`src/rtl/logic_axi4_lite_register_bank_pkg.sv`:
```
// rtl/logic_axi4_lite_register_bank_pkg.sv - shared types and index helpers for the AXI4-Lite register bank
// Contents: response_t (bresp/rresp encoding), read_state_t (read channel FSM states),
//           default geometry, and constant functions that derive the register index
//           field from the address width and beat size.
package logic_axi4_lite_pkg;

    typedef enum logic [1:0] {
        RESP_OKAY   = 2'b00,
        RESP_SLVERR = 2'b10
    } response_t;

    typedef enum logic {
        READ_IDLE,
        READ_RESP
    } read_state_t;

    localparam int DEFAULT_DATA_BYTES    = 4;
    localparam int DEFAULT_ADDRESS_WIDTH = 8;
    localparam int DEFAULT_REGISTERS     = 4;

    // Lowest address bit that belongs to the register index; bits below select a byte.
    function automatic int index_lsb(input int data_bytes);
        return $clog2(data_bytes);
    endfunction

    // Width of the register index field carved out of the byte address.
    function automatic int index_width(input int address_width, input int data_bytes);
        return address_width - $clog2(data_bytes);
    endfunction

endpackage

```
`src/rtl/logic_axi4_lite_register_bank_if.sv`:
```
// rtl/logic_axi4_lite_register_bank_if.sv - AXI4-Lite bus bundle with master/slave views
// Signals: AW (awvalid/awready/awaddr), W (wvalid/wready/wdata/wstrb),
//          B (bvalid/bready/bresp), AR (arvalid/arready/araddr),
//          R (rvalid/rready/rdata/rresp). The master modport drives valids and
//          bready/rready; the slave modport drives readies and responses.
interface logic_axi4_lite_register_bank_if #(
    parameter int ADDRESS_WIDTH = 8,
    parameter int DATA_BYTES    = 4
);
    logic                       awvalid;
    logic                       awready;
    logic [ADDRESS_WIDTH-1:0]   awaddr;
    logic                       wvalid;
    logic                       wready;
    logic [8*DATA_BYTES-1:0]    wdata;
    logic [DATA_BYTES-1:0]      wstrb;
    logic                       bvalid;
    logic                       bready;
    logic [1:0]                 bresp;
    logic                       arvalid;
    logic                       arready;
    logic [ADDRESS_WIDTH-1:0]   araddr;
    logic                       rvalid;
    logic                       rready;
    logic [8*DATA_BYTES-1:0]    rdata;
    logic [1:0]                 rresp;

    modport master (
        output awvalid, awaddr, wvalid, wdata, wstrb, bready, arvalid, araddr, rready,
        input  awready, wready, bvalid, bresp, arready, rvalid, rdata, rresp
    );

    modport slave (
        input  awvalid, awaddr, wvalid, wdata, wstrb, bready, arvalid, araddr, rready,
        output awready, wready, bvalid, bresp, arready, rvalid, rdata, rresp
    );
endinterface

```
`src/rtl/logic_axi4_lite_register_bank_write.sv`:
```
// rtl/logic_axi4_lite_register_bank_write.sv - write channel: AW/W capture, commit strobe, B response
// Ports: aclk, areset_n (async, active-low); AW, W and B channel signals;
//        commit (one-cycle, the edge that completes the later of AW/W),
//        index/strobe/data (the write to apply at commit), in_range (index valid).
module logic_axi4_lite_register_bank_write
    import logic_axi4_lite_pkg::*;
#(
    parameter int DATA_BYTES    = DEFAULT_DATA_BYTES,
    parameter int ADDRESS_WIDTH = DEFAULT_ADDRESS_WIDTH,
    parameter int REGISTERS     = DEFAULT_REGISTERS,
    localparam int LSB          = index_lsb(DATA_BYTES),
    localparam int IDX_W        = index_width(ADDRESS_WIDTH, DATA_BYTES)
) (
    input  logic                       aclk,
    input  logic                       areset_n,
    input  logic                       awvalid,
    output logic                       awready,
    input  logic [ADDRESS_WIDTH-1:0]   awaddr,
    input  logic                       wvalid,
    output logic                       wready,
    input  logic [8*DATA_BYTES-1:0]    wdata,
    input  logic [DATA_BYTES-1:0]      wstrb,
    output logic                       bvalid,
    input  logic                       bready,
    output logic [1:0]                 bresp,
    output logic                       commit,
    output logic [IDX_W-1:0]           index,
    output logic [DATA_BYTES-1:0]      strobe,
    output logic [8*DATA_BYTES-1:0]    data,
    output logic                       in_range
);
    logic                    aw_captured;
    logic                    w_captured;
    logic [IDX_W-1:0]        aw_index_q;
    logic [8*DATA_BYTES-1:0] w_data_q;
    logic [DATA_BYTES-1:0]   w_strb_q;
    logic                    bvalid_q;
    response_t               bresp_q;
    logic                    aw_hs;
    logic                    w_hs;
    logic                    unused_awaddr_bits;

    // Byte-select bits of the address are deliberately ignored.
    assign unused_awaddr_bits = ^awaddr;

    assign awready = !aw_captured && !bvalid_q;
    assign wready  = !w_captured && !bvalid_q;
    assign aw_hs   = awvalid && awready;
    assign w_hs    = wvalid && wready;

    // A beat handshaking this cycle is used directly so commit needs no extra cycle.
    assign index  = aw_hs ? awaddr[ADDRESS_WIDTH-1:LSB] : aw_index_q;
    assign data   = w_hs ? wdata : w_data_q;
    assign strobe = w_hs ? wstrb : w_strb_q;

    assign in_range = ({1'b0, index} < (IDX_W+1)'(REGISTERS));
    assign commit   = (aw_captured || aw_hs) && (w_captured || w_hs) && !bvalid_q;

    assign bvalid = bvalid_q;
    assign bresp  = bresp_q;

    always_ff @(posedge aclk or negedge areset_n) begin
        if (!areset_n) begin
            aw_captured <= 1'b0;
            w_captured  <= 1'b0;
            aw_index_q  <= '0;
            w_data_q    <= '0;
            w_strb_q    <= '0;
            bvalid_q    <= 1'b0;
            bresp_q     <= RESP_OKAY;
        end else if (bvalid_q) begin
            // Captured flags stay set while the response waits so no new beat is taken.
            if (bready) begin
                bvalid_q    <= 1'b0;
                aw_captured <= 1'b0;
                w_captured  <= 1'b0;
            end
        end else begin
            if (aw_hs) begin
                aw_captured <= 1'b1;
                aw_index_q  <= awaddr[ADDRESS_WIDTH-1:LSB];
            end
            if (w_hs) begin
                w_captured <= 1'b1;
                w_data_q   <= wdata;
                w_strb_q   <= wstrb;
            end
            if (commit) begin
                bvalid_q <= 1'b1;
                bresp_q  <= in_range ? RESP_OKAY : RESP_SLVERR;
            end
        end
    end

endmodule

```
`src/rtl/logic_axi4_lite_register_bank.sv`:
```
// rtl/logic_axi4_lite_register_bank.sv - AXI4-Lite slave holding a bank of byte-writable registers
// Ports: aclk, areset_n (async, active-low); bus (AXI4-Lite slave view);
//        registers (flattened contents, register i at slice i);
//        written (one-cycle pulse per register after a byte update).
module logic_axi4_lite_register_bank
    import logic_axi4_lite_pkg::*;
#(
    parameter int DATA_BYTES    = DEFAULT_DATA_BYTES,
    parameter int ADDRESS_WIDTH = DEFAULT_ADDRESS_WIDTH,
    parameter int REGISTERS     = DEFAULT_REGISTERS
) (
    input  logic                               aclk,
    input  logic                               areset_n,
    logic_axi4_lite_register_bank_if.slave     bus,
    output logic [REGISTERS*8*DATA_BYTES-1:0]  registers,
    output logic [REGISTERS-1:0]               written
);
    localparam int DW    = 8 * DATA_BYTES;
    localparam int LSB   = index_lsb(DATA_BYTES);
    localparam int IDX_W = index_width(ADDRESS_WIDTH, DATA_BYTES);

    logic                  commit;
    logic [IDX_W-1:0]      wr_index;
    logic [DATA_BYTES-1:0] wr_strobe;
    logic [DW-1:0]         wr_data;
    logic                  wr_in_range;

    logic [DW-1:0]         reg_q [REGISTERS];
    logic [REGISTERS-1:0]  written_q;

    read_state_t           state_q;
    read_state_t           state_d;
    logic [IDX_W-1:0]      ar_index;
    logic                  ar_in_range;
    logic                  ar_hs;
    logic [DW-1:0]         rd_value;
    logic [DW-1:0]         rdata_q;
    response_t             rresp_q;
    logic                  unused_araddr_bits;

    logic_axi4_lite_register_bank_write #(
        .DATA_BYTES    (DATA_BYTES),
        .ADDRESS_WIDTH (ADDRESS_WIDTH),
        .REGISTERS     (REGISTERS)
    ) u_write (
        .aclk     (aclk),
        .areset_n (areset_n),
        .awvalid  (bus.awvalid),
        .awready  (bus.awready),
        .awaddr   (bus.awaddr),
        .wvalid   (bus.wvalid),
        .wready   (bus.wready),
        .wdata    (bus.wdata),
        .wstrb    (bus.wstrb),
        .bvalid   (bus.bvalid),
        .bready   (bus.bready),
        .bresp    (bus.bresp),
        .commit   (commit),
        .index    (wr_index),
        .strobe   (wr_strobe),
        .data     (wr_data),
        .in_range (wr_in_range)
    );

    always_ff @(posedge aclk or negedge areset_n) begin
        if (!areset_n) begin
            for (int r = 0; r < REGISTERS; r++) begin
                reg_q[r] <= '0;
            end
            written_q <= '0;
        end else begin
            for (int r = 0; r < REGISTERS; r++) begin
                written_q[r] <= commit && wr_in_range && (wr_index == IDX_W'(r)) && (|wr_strobe);
                for (int k = 0; k < DATA_BYTES; k++) begin
                    if (commit && wr_in_range && (wr_index == IDX_W'(r)) && wr_strobe[k]) begin
                        reg_q[r][8*k +: 8] <= wr_data[8*k +: 8];
                    end
                end
            end
        end
    end

    for (genvar r = 0; r < REGISTERS; r++) begin : g_export
        assign registers[r*DW +: DW] = reg_q[r];
    end
    assign written = written_q;

    // Read channel
    assign unused_araddr_bits = ^bus.araddr;
    assign ar_index    = bus.araddr[ADDRESS_WIDTH-1:LSB];
    assign ar_in_range = ({1'b0, ar_index} < (IDX_W+1)'(REGISTERS));
    assign bus.arready = (state_q == READ_IDLE);
    assign ar_hs       = bus.arvalid && bus.arready;
    assign bus.rvalid  = (state_q == READ_RESP);
    assign bus.rdata   = rdata_q;
    assign bus.rresp   = rresp_q;

    // Out-of-range indices match no register and read as zero.
    always_comb begin
        rd_value = '0;
        for (int r = 0; r < REGISTERS; r++) begin
            if (ar_index == IDX_W'(r)) begin
                rd_value = reg_q[r];
            end
        end
    end

    always_ff @(posedge aclk or negedge areset_n) begin
        if (!areset_n) begin
            state_q <= READ_IDLE;
        end else begin
            state_q <= state_d;
        end
    end

    always_comb begin
        state_d = state_q;
        case (state_q)
            READ_IDLE: if (bus.arvalid) state_d = READ_RESP;
            READ_RESP: if (bus.rready)  state_d = READ_IDLE;
            default:   state_d = READ_IDLE;
        endcase
    end

    // Sampled from the pre-edge register value, so a same-edge write is not visible.
    always_ff @(posedge aclk or negedge areset_n) begin
        if (!areset_n) begin
            rdata_q <= '0;
            rresp_q <= RESP_OKAY;
        end else if (ar_hs) begin
            rdata_q <= ar_in_range ? rd_value : '0;
            rresp_q <= ar_in_range ? RESP_OKAY : RESP_SLVERR;
        end
    end

endmodule

```
`src/flat_wrapper.sv`:
```
// flat-port wrapper written by rule: the top's interface ports become plain ports
module logic_axi4_lite_register_bank_flat import logic_axi4_lite_pkg::*;
#(
    parameter int DATA_BYTES    = DEFAULT_DATA_BYTES,
    parameter int ADDRESS_WIDTH = DEFAULT_ADDRESS_WIDTH,
    parameter int REGISTERS     = DEFAULT_REGISTERS
)
  (aclk, areset_n, registers, written, bus_awvalid, bus_awaddr, bus_wvalid, bus_wdata, bus_wstrb, bus_bready, bus_arvalid, bus_araddr, bus_rready, bus_awready, bus_wready, bus_bvalid, bus_bresp, bus_arready, bus_rvalid, bus_rdata, bus_rresp);
  logic_axi4_lite_register_bank_if #(.ADDRESS_WIDTH(ADDRESS_WIDTH), .DATA_BYTES(DATA_BYTES)) bus_i ();
  input  logic aclk;
  input  logic areset_n;
  output logic [REGISTERS*8*DATA_BYTES-1:0] registers;
  output logic [REGISTERS-1:0] written;
  input wire logic [$bits(bus_i.awvalid)-1:0] bus_awvalid;
  input wire logic [$bits(bus_i.awaddr)-1:0] bus_awaddr;
  input wire logic [$bits(bus_i.wvalid)-1:0] bus_wvalid;
  input wire logic [$bits(bus_i.wdata)-1:0] bus_wdata;
  input wire logic [$bits(bus_i.wstrb)-1:0] bus_wstrb;
  input wire logic [$bits(bus_i.bready)-1:0] bus_bready;
  input wire logic [$bits(bus_i.arvalid)-1:0] bus_arvalid;
  input wire logic [$bits(bus_i.araddr)-1:0] bus_araddr;
  input wire logic [$bits(bus_i.rready)-1:0] bus_rready;
  output wire logic [$bits(bus_i.awready)-1:0] bus_awready;
  output wire logic [$bits(bus_i.wready)-1:0] bus_wready;
  output wire logic [$bits(bus_i.bvalid)-1:0] bus_bvalid;
  output wire logic [$bits(bus_i.bresp)-1:0] bus_bresp;
  output wire logic [$bits(bus_i.arready)-1:0] bus_arready;
  output wire logic [$bits(bus_i.rvalid)-1:0] bus_rvalid;
  output wire logic [$bits(bus_i.rdata)-1:0] bus_rdata;
  output wire logic [$bits(bus_i.rresp)-1:0] bus_rresp;
  assign bus_i.awvalid = bus_awvalid;
  assign bus_i.awaddr = bus_awaddr;
  assign bus_i.wvalid = bus_wvalid;
  assign bus_i.wdata = bus_wdata;
  assign bus_i.wstrb = bus_wstrb;
  assign bus_i.bready = bus_bready;
  assign bus_i.arvalid = bus_arvalid;
  assign bus_i.araddr = bus_araddr;
  assign bus_i.rready = bus_rready;
  assign bus_awready = bus_i.awready;
  assign bus_wready = bus_i.wready;
  assign bus_bvalid = bus_i.bvalid;
  assign bus_bresp = bus_i.bresp;
  assign bus_arready = bus_i.arready;
  assign bus_rvalid = bus_i.rvalid;
  assign bus_rdata = bus_i.rdata;
  assign bus_rresp = bus_i.rresp;
  logic_axi4_lite_register_bank #(.DATA_BYTES(DATA_BYTES), .ADDRESS_WIDTH(ADDRESS_WIDTH), .REGISTERS(REGISTERS)) u_core (.aclk(aclk), .areset_n(areset_n), .bus(bus_i), .registers(registers), .written(written));
endmodule
```
`config.mk`:
```
export PLATFORM = sky130hd
export DESIGN_NAME = logic_axi4_lite_register_bank_flat
export DESIGN_NICKNAME = d
export VERILOG_FILES = /design/src/rtl/logic_axi4_lite_register_bank_pkg.sv /design/src/rtl/logic_axi4_lite_register_bank_if.sv /design/src/rtl/logic_axi4_lite_register_bank_write.sv /design/src/rtl/logic_axi4_lite_register_bank.sv /design/src/flat_wrapper.sv
export SDC_FILE = /design/constraint.sdc
export NUM_CORES = 1
export LEC_CHECK = 0
export CORE_MARGIN = 1.5
export CORE_UTILIZATION = 49
export CTS_CLUSTER_DIAMETER = 200
export DETAILED_ROUTE_END_ITERATION = 12
export PLACE_DENSITY_LB_ADDON = 0.08
export SLEW_MARGIN = 15
export SYNTH_ARGS = -nofsm -noshare
export SYNTH_HDL_FRONTEND = slang
export SYNTH_SLANG_ARGS = --single-unit
export TNS_END_PERCENT = 10
```
`constraint.sdc`:
```
create_clock -name aclk -period 2.8 [get_ports aclk]
set_input_delay 0.56 -clock aclk [delete_from_list [all_inputs] [get_ports aclk]]
set_output_delay 0.56 -clock aclk [all_outputs]
set_load 0.02 [all_outputs]
```
Word-level counts from Yosys, hierarchy flattened
Index checks and enable logic that the tools add are counted.

$lt $le $gt $ge: 2. Eq/ne operators: 7. Multiplexer cells: 21. Bitwise operators: 2. Reduce and logical (&&, ||, !) cells: 45.

Operators with widths (count): two-way mux 32 bit (6); logical AND 1 bit (32); equality test 6 x 2 -> 1 bit, second input constant (4); equality test 6 x 1 -> 1 bit, second input constant (2); logical NOT 6 bit (2); less-than comparator 6 x 3 -> 1 bit, second input constant (2); two-way mux 1 bit (10); two-way mux 6 bit (1); AND reduction 2 bit (3); two-way mux 2 bit (2); two-way mux 4 bit (1); nonzero test 2 bit (2); OR reduction 4 bit (1); logical NOT 1 bit (3); logical OR 1 bit (2); inequality test 2 bit, second input constant (1); NOT 1 bit (2); case mux 1 bit (2 select lines) (1).

Register bits after elaboration: 214. Bits of input ports: 59. Output and inout port bits: 173. Logic and storage cells: 104.

Depth between registers and ports, before layout
Gate-level depths: netlist (run 1).

Depth after elaboration: 9. Gate-level depth with buffers: 7. Mapped depth without buffers: 6.

By module
From an unflattened synthesis (run 1), not the netlist that was laid out.

Cells, all modules: 580. Area total of the unflattened synthesis: 9701.8 sq um.

By module, submodules not included: logic_axi4_lite_register_bank (times used 1, cells each 420, area an instance 7036.7 sq um, sequential area each 4154.0 sq um); logic_axi4_lite_register_bank_write (times used 1, cells each 160, area an instance 2665.1 sq um, sequential area each 1151.1 sq um).

Worst setup path after synthesis (run 1)
Ideal clock, no wire load.

Path type: reg2reg. Start: reg u_core.u_write.bvalid_q, in the netlist u_core.u_write.bvalid. End: reg u_core.reg_q, in the netlist u_core.registers[0]. Arrival: 2.353 ns. Data required time: 2.675 ns. Setup slack: 0.323 ns. Cell stages (with the launch flop): 7. Path buffers: 1. Period minus slack after synthesis: 2.477 ns. Cell sequence: dfrtp_1 buf_6 nor3b_4 mux2i_1 nand4_2 nor2_2 mux2_2.

Cells in the longest elaborated chain, start to end: 9. Elaborated cells between the ends (all ways): 17. Those cells by class: order compare (1); mux (3); reduce/logical (13).

Ends and longest elaborated chain: from (decl) (RTL line logic_axi4_lite_register_bank_write.sv:37) `logic bvalid_q;`; from (signal assigned) (RTL line logic_axi4_lite_register_bank_write.sv:69) `bvalid_q <= 1'b0;`; from (signal assigned) (RTL line logic_axi4_lite_register_bank_write.sv:74) `bvalid_q <= 1'b0;`; from (signal assigned) (RTL line logic_axi4_lite_register_bank_write.sv:89) `bvalid_q <= 1'b1;`; logical NOT 1 bit * (RTL line logic_axi4_lite_register_bank_write.sv:46, logic_axi4_lite_register_bank_write.sv:47, logic_axi4_lite_register_bank_write.sv:57); branches (longest 8 deep; another with less-than comparator 6 x 3 -> 1 bit); to (signal, indexed assignment) (RTL line logic_axi4_lite_register_bank.sv:76) `reg_q[r][8*k +: 8] <= wr_data[8*k +: 8];`; to (decl) (RTL line logic_axi4_lite_register_bank.sv:28) `logic [DW-1:0] reg_q [REGISTERS];`.

Mark *: on every way between the ends. A chain may end at the register's enable or synchronous reset.

Final worst setup path (run 1)
Start: in bus_awvalid. End: reg u_core.reg_q, in the netlist u_core.registers[9].

Cells in the longest elaborated chain, start to end: 7. Elaborated cells between the ends (all ways): 10. Those cells by class: order compare (1); mux (1); reduce/logical (8).

Ends and longest elaborated chain: from (decl) (RTL line flat_wrapper.sv:14) `input wire logic [$bits(bus_i.awvalid)-1:0] bus_awvalid;`; logical AND 1 bit * (RTL line logic_axi4_lite_register_bank_write.sv:48) `assign aw_hs = awvalid && awready;`; branches (longest 4 deep; another with less-than comparator 6 x 3 -> 1 bit); logical AND 1 bit * (2 in a row) (RTL line logic_axi4_lite_register_bank.sv:75) `if (commit && wr_in_range && (wr_index == IDX_W'(r)) && wr_strobe[k]) begin`.

Marked as above.

==> reports/results.ini, run 1 <==
[timing]
setup_tns_ns=0
setup_viol=0
max_clock_freq_mhz=419
tightest_slew_ns=0.607
drv_slew=0
min_period_over_period_pct=85.3
rsz0062_at_grt=no
relSlewSlack_pct=59.5
skew_ns=0.0173
hold_viol=0
finalCriticalPeriod_ns=2.39

[detailed_routing]
wl_per_cell_um=21.5
drtIter0Drc=176
antenna_left=0
vias=5833
routed_wl_mm=22.8
drc=0
drt-vias-per-instance=5.49
first_pass_iters=5

[run_status]
status=finished clean

[pwr]
power.leakage_uw=0.00559
pwr-share-seq_pct=39.6
clkPwrFrac_pct=25.4
p_switching_uw=3580
power_density_mw_per_mm2=883
peakVddDrop_mv=0.521
p_comb_share_pct=35.0
intPower_uw=7430
p_total_uw=11000
swShare_pct=32.5

[global_routing]
antenna_found_initial=0
grt_usage_pct=24.9
grt-ovfl-total=0
grt_pass1_wl_mm=35.3
first_global_vias=6233
grt_max_degree=65

[critical_path]
crit_start=bus_awvalid
path_cells=clkdlybuf4s50_1 -> nor3b_4 -> buf_4 -> mux2_4 -> nand4_2 -> nor2_2 -> buf_4 -> mux2_2
r2r_cells=7
crit_cells=8
cpMostUsedCell=buf_4
path_max_fanout=5
critical_path.endpoint_type=flop
timing.rr.end=u_core.registers[9]$_DFFE_PN0P_
criticalPathCategory=in2reg
crit-reg2reg-launch=u_core.u_write.aw_captured$_DFFE_PN0P_
cp-start-kind=input pin
r2r_slack_ns=0.52
required_ns=3.17
cpPeakStageDelay_ns=0.49
endpoint=u_core.registers[9]$_DFFE_PN0P_
arrival_ns=2.76
cp.buffers_inverters=3
crit_family=buffers and inverters
crit_slowest_cell=clkdlybuf4s50_1

[die]
start_util_pct=50.4
fp.dieArea_mm2=0.0187
rows=48
die_w_um=137
die_h_um=137
core_mm2=0.0174
num_io_pins=232

[clocking]
cts-resized-gates=0
cts_hold_buf=0
clock-sinks=212
numCtsBuffers=23
clk_latency_ns=0.50
cts.htree.levels=1
cts_tree=done
cts_buffer_depth=3
cts-root-buf=clkbuf_16
path_clk_slew_ns=0.06
postCtsSetupBuffers=0

[layout]
layout_commonest_cell=clkdlybuf4s50_1
area_growth_pct=42.2
diodes=0
nets=881
final_area_mm2=0.0125
drive_gt1_share_pct=35.8
final_cell_mix=222 x clkdlybuf4s50_1, 212 x dfrtp_1, 160 x mux2_2

[placed_design]
dp_hpwl_mm=15.9
place_area_mm2=0.0118
place_congestion=0.767
io_buffers=225

[synthesis]
avgSynthCellArea_um2=16.1
synth_edf_count=0
async_reset_ff_share_pct=100
synth-seq-area-share_pct=60.5
ys.flop_type=dfrtp_1
syn_area_mm2=0.00878
synth_seq_cells=212
ys_warn_count=0
ys_types=34
netlist_instances=545

[worst_hold_path]
hp-class=in2async

[run]
cap_violations=0

## per-stage QoR
step / setup WS, ns / utilization, % / cells / hold slack, ns
after floorplan: 0.323 / - / 546 / 0.264
after global routing: 0.316 / 71.7 / 1062 / 0.0792
after detailed placement: -0.111 / 67.6 / 1022 / 0.474
after CTS: 0.383 / 71.7 / 1062 / 0.0587
final: 0.413 / 71.7 / 1062 / 0.0373
after global placement: -0.0680 / 67.6 / 1022 / 0.468
## logic make-up (layout without fill, tap and decap cells)
family	count (synthesis)	in the layout	share of synthesized area (%)
flops	212	212	60.5
mux	204	204	29.1
simple gates	49	49	4.55
compound gates	47	47	4.25
buf+inv	32	323	1.64
other cells	1	2	0.0427
## cell type report
| cell class | count | area (um^2) |
|---|---|---|
| fillers | 1185 | 4940 |
| repair buffers | 272 | 2810 |
| flip-flops and latches | 212 | 5310 |
| multi-input cells | 302 | 3340 |
| clock inverters | 8 | 40.0 |
| inverters | 11 | 41.3 |
| clock buffers | 32 | 659 |
| well taps | 225 | 282 |
## sequential cells by signal (all words and copies together) (netlist names), 4 cells and up
name / flops
u_core.written: 4
u_core.bus.rdata: 32
u_core.registers: 128
u_core.u_write.aw_index_q: 6
u_core.u_write.w_data_q: 32
u_core.u_write.w_strb_q: 4
## power groups by stage
stage	combinational, uW	sequential, uW	clock (uW)
floorplan	1590	4870	0
global route	4100	4450	3000
detailed placement	3860	4400	0
global placement	3750	4350	0
CTS	3880	4360	2860
finish	3860	4360	2800
## how the worst min path moves through the flow
stage	startpoint	to	cells after the start	slack (ns)
after floorplan	areset_n	u_core.bus.rdata[0]$_DFFE_PN0P_	0	0.26
after global placement	u_core.bus.rdata[18]$_DFFE_PN0P_	u_core.bus.rdata[18]$_DFFE_PN0P_	2	0.47
after detailed placement	u_core.bus.rdata[28]$_DFFE_PN0P_	u_core.bus.rdata[28]$_DFFE_PN0P_	2	0.47
after CTS	areset_n	u_core.u_write.w_data_q[1]$_DFFE_PN0N_	1	0.06
after global routing	areset_n	u_core.u_write.w_data_q[1]$_DFFE_PN0N_	1	0.08
final	areset_n	u_core.u_write.w_data_q[1]$_DFFE_PN0N_	1	0.04
## metal layers
metal | vias up | wire length [um] | global-route usage, % | share of wire [%]
met5 | - | 0 | 0 | 0
met4 | 0 | 541 | 7.60 | 2.4
met3 | 37 | 1420 | 5.07 | 6.2
met2 | 204 | 11400 | 42.7 | 50
met1 | 3010 | 9510 | 32.0 | 42
li1 | 2582 | - | - | -
## cell usage after synthesis (2+ instances only)
| library cell | number | share of area, % |
|---|---|---|
| dfrtp_1 | 212 | 60 |
| mux2_2 | 160 | 21 |
| a22o_1 | 23 | 2.3 |
| mux4_2 | 23 | 5.9 |
| clkbuf_1 | 14 | 0.60 |
| mux2_1 | 13 | 1.7 |
| nor2_4 | 12 | 1.5 |
| nand2_1 | 10 | 0.43 |
| nor2_1 | 10 | 0.43 |
| o21ai_0 | 10 | 0.57 |
| a222oi_1 | 9 | 1.0 |
| inv_1 | 9 | 0.38 |
| mux2i_1 | 7 | 0.80 |
| nor2_2 | 4 | 0.29 |
| a21oi_1 | 3 | 0.17 |
| nand4_4 | 3 | 0.73 |
| buf_1 | 2 | 0.086 |
| buf_4 | 2 | 0.17 |
| buf_6 | 2 | 0.26 |
| inv_2 | 2 | 0.086 |
| nor4_1 | 2 | 0.14 |
Power figures use the tool's default switching activity.
==> inputs of run 2 (changes only) <==
CORE_UTILIZATION = 50   (was 49)
GPL_TIMING_DRIVEN = 0   (was not set)
SYNTH_HIERARCHICAL = 1   (was not set)
==> run 2 against run 1 <==
Net effect:
- maximum frequency is 14% lower
- worst hold slack gained 0.056 ns
- critical path depth unchanged
- worst setup slack got worse by 0.39 ns
- utilization is 1.8 points lower
- sequential power shrank 12%
- non-clock buffer count shrank 8
- total power shrank 10%
- critical endpoint is now u_core/registers[11]$_DFFE_PN0P_
- sequential cell count unchanged
- critical path type unchanged
- clock power is 7.1% higher
==> reports/results.ini, run 2 <==
[synthesis]
synth_top_area_share_pct=54.7
synth_edf_count=0
synth_seq_cells=212
async_reset_ff_share_pct=100
synth-seq-area-share_pct=54.7
yosys.area.top_type=dfrtp_1
syn_area_mm2=0.00970
yosysMostFrequentCell=dfrtp_1
synth_area_leaders=dfrtp_1 55%, mux2_2 17%, mux2_4 11%
synth_common_cells=212 x dfrtp_1, 143 x mux2_2, 70 x mux2_4, 32 x a22o_1, 32 x mux4_2
ys_warn_count=6
netlist_instances=580
avgSynthCellArea_um2=16.7
ys.flop_type=dfrtp_1
ys_types=34
syn_nets=639

[critical_path]
path_cells=clkdlybuf4s50_1 -> nor3b_4 -> buf_4 -> mux2_2 -> and4bb_2 -> buf_4 -> nand3_2 -> mux2_2
crit_slowest_cell=clkdlybuf4s50_1
criticalPathCategory=in2reg
critical_path.endpoint_type=flop
crit_family=buffers and inverters
crit_start=bus_awvalid
cp.buffers_inverters=3
required_ns=3.18
path_max_fanout=10
cpPeakStageDelay_ns=0.50
crit-reg2reg-launch=u_core/u_write/bvalid$_DFF_PN0_
arrival_ns=3.16
cp-start-kind=input pin

[worst_hold_path]
hp-class=in2async

[timing]
max_clock_freq_mhz=360
hold_viol=0
whs_ns=0.0936
setup_viol=0
min_period_over_period_pct=99.3
relSlewSlack_pct=45.8
finalCriticalPeriod_ns=2.78
rsz0062_at_grt=yes
skew_ns=0.0102
drv_slew=0
tightest_slew_ns=0.814

[layout]
final_area_mm2=0.0132
fin_cells=1108
diodes=0
layout_commonest_cell=clkdlybuf4s50_1
n_fill_cell=1340
area_growth_pct=36.0
final_cell_mix=223 x clkdlybuf4s50_1, 212 x dfrtp_1, 143 x mux2_2
largest_reg_flops=128
drive_gt1_share_pct=39.4
nets=895

[clocking]
cts.htree.levels=1
cts_tree=done
clock-sinks=212
cts-root-buf=clkbuf_16
cts_buffer_depth=3
cts_hold_buf=0
numCtsBuffers=24
clk_latency_ns=0.50
path_clk_slew_ns=0.06

[die]
num_io_pins=232
fp.dieArea_mm2=0.0202
die_h_um=142
start_util_pct=51.4
core_mm2=0.0189
die_w_um=142
rows=50

[detailed_routing]
vias=6057
routed_wl_mm=24.7
drt-vias-per-instance=5.47
drc=0
wl_per_cell_um=22.3
first_pass_iters=4
antenna_left=0
drtIter0Drc=213

[placed_design]
place_congestion=0.790
dp.cells=1065
dp_hpwl_mm=16.9
place_area_mm2=0.0123
io_buffers=224

[run_status]
status=finished clean

[global_routing]
antenna_found_initial=0
grt_usage_pct=25.0
grt-ovfl-total=0
first_global_vias=6680
grt_pass1_wl_mm=38.7
grt_max_degree=108

[pwr]
power_density_mw_per_mm2=751
power.leakage_uw=0.00601
peakVddDrop_mv=0.474

[run]
cap_violations=0

==> run 2: changes by cell type after synthesis, sizes merged, moves of 3 or more <==
| cell | delta |
|---|---|
| a22o | +9 |
| a222oi | -9 |
| nand3 | +13 |
| buf | +16 |
| nand2 | -7 |
| o21ai | -9 |
| clkbuf | -3 |
| mux4 | +9 |
| mux2i | -6 |
| nor2 | -16 |
| mux2 | +39 |
| inv | -6 |
==> run 2: timing repair <==
item                                    4_1_cts  5_1_grt
setup buffers                                 5        0
endpoints found under the setup margin      128       63
gates resized for setup                      14        0
pin swaps                                     3        0
==> run 2: worst paths after layout <==
check | to | slack [ns] | depth (start not counted)
worst max-delay path | u_core/registers[11]$_DFFE_PN0P_ | 0.02 | 8
worst min-delay path | u_core/bus.rdata[6]$_DFFE_PN0P_ | 0.09 | 1
worst max register to register | u_core/registers[11]$_DFFE_PN0P_ | 0.07 | 8
worst min register to register | u_core/bus.rdata[26]$_DFFE_PN0P_ | 0.50 | 1
max in group asynchronous | u_core/registers[50]$_DFFE_PN0P_ | 1.67 | 2
min in group aclk | u_core/bus.rdata[26]$_DFFE_PN0P_ | 0.50 | 1
==> run 2: cells by family after synthesis <==
logic type / share of synthesized area, %
buf+inv: 3.26
simple gates: 3.75
other cells: 0.0774
flops: 54.7
mux: 35.0
compound gates: 3.26
==> run 2: power breakdown <==
part           switching (uW)  internal (uW)
sequential                300           3520
clock                    1190           1810
combinational            1390           1700
==> run 2: layout make-up <==
| class | instances | area (um^2) | area share, % |
|---|---|---|---|
| Sequential cell | 212 | 5310 | 40.2 |
| Clock inverter | 3 | 43.8 | 0.332 |
| Multi-Input combinational cell | 329 | 4180 | 31.7 |
| Tap cell | 260 | 325 | 2.47 |
| Timing Repair Buffer | 230 | 2310 | 17.5 |
| Inverter | 5 | 18.8 | 0.142 |
| Buffer | 34 | 298 | 2.26 |
| Clock buffer | 35 | 703 | 5.33 |
==> run 2: metrics by stage <==
step	setup TNS (ns)	utilization (%)	power, uW	setup WS, ns
floorplan	0	-	5940	0.243
global placement	-1636.33	64.9	6690	-7.36
detailed placement	-88.44	65.1	6810	-0.759
CTS	-0.00265	69.8	9980	-0.00265
global route	-1.28	69.8	10400	-0.0522
finish	0	69.8	9910	0.0202
==> run 2: layer usage <==
layer / routed length [um] / part of all wire (%) / global-route usage (%) / vias up
met1: 10400 / 42 / 33.1 / 3140
li1: - / - / - / 2679
met4: 435 / 1.8 / 5.43 / 0
met2: 12300 / 50 / 42.4 / 201
met3: 1610 / 6.5 / 5.69 / 37
met5: 0 / 0 / 0 / -
==> inputs of run 3 (changes only) <==
CELL_PAD_IN_SITES_DETAIL_PLACEMENT = 1   (was not set)
CELL_PAD_IN_SITES_GLOBAL_PLACEMENT = 2   (was not set)
CORE_UTILIZATION = 35   (was 50)
HOLD_SLACK_MARGIN = 0.06   (was not set)
==> run 3 against run 2 <==
Net effect:
- non-clock buffer count grew 2
- worst hold slack gained 0.41 ns
- sequential share of layout area shrank 0.86 points
- register-to-register slack gained 0.03 ns
- die area grew 42%
- clock skew shrank 0.0014 ns
- cell area grew 2.2%
- first-iteration DRC count grew 15%
- sequential power is essentially flat
==> reports/results.ini, run 3 (synthesized netlist as in run 2, its figures left out) <==
[run_status]
status=finished clean

[detailed_routing]
vias=6108
wl_per_cell_um=22.8
routed_wl_mm=28.0
antenna_left=0
first_pass_iters=4
drtIter0Drc=246
drc=0
drt-vias-per-instance=4.97

[placed_design]
io_buffers=224
place_area_mm2=0.0125
place_congestion=0.776
dp_hpwl_mm=19.3
dp_slack_ns=-0.820
dp.cells=1178

[pwr]
peakVddDrop_mv=0.500
p_comb_share_pct=30.4
intPower_uw=7280
swShare_pct=29.4
clkPwrFrac_pct=32.4
p_switching_uw=3030
power.leakage_uw=0.00608
power_density_mw_per_mm2=765
pwr-share-seq_pct=37.2

[clocking]
path_clk_slew_ns=0.06
cts_buffer_depth=3
numCtsBuffers=25
cts-root-buf=clkbuf_16
clk_latency_ns=0.52
clock-sinks=212
cts_tree=done
cts.htree.levels=1

[layout]
largest_reg_flops=128
layout_commonest_cell=clkdlybuf4s50_1
diodes=0
n_fill_cell=2620
drive_gt1_share_pct=40.1
area_growth_pct=38.9
final_area_mm2=0.0135
nets=898
fin_cells=1230
final_cell_mix=223 x clkdlybuf4s50_1, 212 x dfrtp_1, 143 x mux2_2

[timing]
relSlewSlack_pct=41.5
tightest_slew_ns=0.878
hold_viol=0
max_clock_freq_mhz=362
min_period_over_period_pct=98.7
setup_viol=0
skew_ns=0.00881
setup_tns_ns=0
finalCriticalPeriod_ns=2.76
layout_setup_ws_ns=0.0369
rsz0062_at_grt=yes
drv_slew=0

[global_routing]
grt_usage_pct=20.1
grt-ovfl-total=0
grt_max_degree=105
grt_pass1_wl_mm=43.5
first_global_vias=7055
antenna_found_initial=0

[critical_path]
critical_path.endpoint_type=flop
criticalPathCategory=in2reg
required_ns=3.21
arrival_ns=3.17
cp-start-kind=input pin
path_max_fanout=10

[die]
start_util_pct=35.8
die_w_um=169
num_io_pins=232
fp.dieArea_mm2=0.0287
core_mm2=0.0271
die_h_um=169
rows=60

[run]
cap_violations=0

[worst_hold_path]
hp-class=in2async

-- run 3: power groups by stage --
stage	Sequential, uW	Clock, uW	Combinational, uW
3_3_place_gp	3840	0	2890
6_report	3830	3340	3130
3_5_place_dp	3870	0	3010
2_1_floorplan	3940	0	2000
5_1_grt	3890	3550	3350
4_1_cts	3830	3450	3160
-- run 3: repair_timing --
item	in CTS	in global routing
cloned	0	0
endpoints found under the hold margin	42	0
endpoints found under the setup margin	128	65
pin swaps	3	0
hold buffers	1	0
buffers inserted	5	0
gates resized for setup	15	1
-- run 3: path summary, 6_finish.rpt --
| path | from | endpoint | slack [ns] | depth (start not counted) |
|---|---|---|---|---|
| setup reg to reg | u_core/u_write/bvalid$_DFF_PN0_ | u_core/registers[99]$_DFFE_PN0P_ | 0.10 | 8 |
| hold / removal | areset_n | u_core/bus.rdata[3]$_DFFE_PN0P_ | 0.51 | 2 |
| min in group aclk | u_core/u_write/aw_index_q[1]$_DFFE_PN0N_ | u_core/u_write/aw_index_q[1]$_DFFE_PN0N_ | 0.51 | 1 |
| hold reg to reg | u_core/u_write/aw_index_q[1]$_DFFE_PN0N_ | u_core/u_write/aw_index_q[1]$_DFFE_PN0N_ | 0.51 | 1 |
| max in group asynchronous | areset_n | u_core/bus.rdata[19]$_DFFE_PN0P_ | 1.08 | 4 |
| setup / recovery | bus_awvalid | u_core/registers[99]$_DFFE_PN0P_ | 0.04 | 8 |
-- run 3: critical path, cell delays in order --
cell             delay [ns]
clkdlybuf4s50_1        0.52
nor3b_4                0.26
buf_6                  0.18
mux2_2                 0.33
and4bb_2               0.33
buf_4                  0.26
nand3_2                0.32
mux2_2                 0.39
-- run 3: routing by layer --
metal  track usage [%]  wire length, um  vias to the layer above
met3              3.87             1370                       40
met2              34.7            14100                      170
met1              26.2            12000                     3210
met4              4.77              548                        0
met5                 0                0                        -
li1                  -                -                     2688
-- run 3: area by class of cell --
| cell class | count | area (um^2) | area share [%] |
|---|---|---|---|
| buffer | 34 | 304 | 2.26 |
| timing repair buffer | 232 | 2350 | 17.4 |
| clock buffer | 35 | 713 | 5.29 |
| tap | 372 | 465 | 3.45 |
| multi-input combinational | 329 | 4180 | 31.0 |
| clock inverter | 11 | 136 | 1.01 |
| sequential | 212 | 5310 | 39.4 |
| inverter | 5 | 18.8 | 0.139 |
-- run 3: per-stage QoR --
step	hold WS (ns)	total power, uW	util (%)
2_1_floorplan	0.264	5940	-
3_3_place_gp	0.487	6740	45.8
5_1_grt	0.526	10800	49.7
4_1_cts	0.510	10400	49.7
3_5_place_dp	0.474	6880	46.0
6_report	0.508	10300	49.7
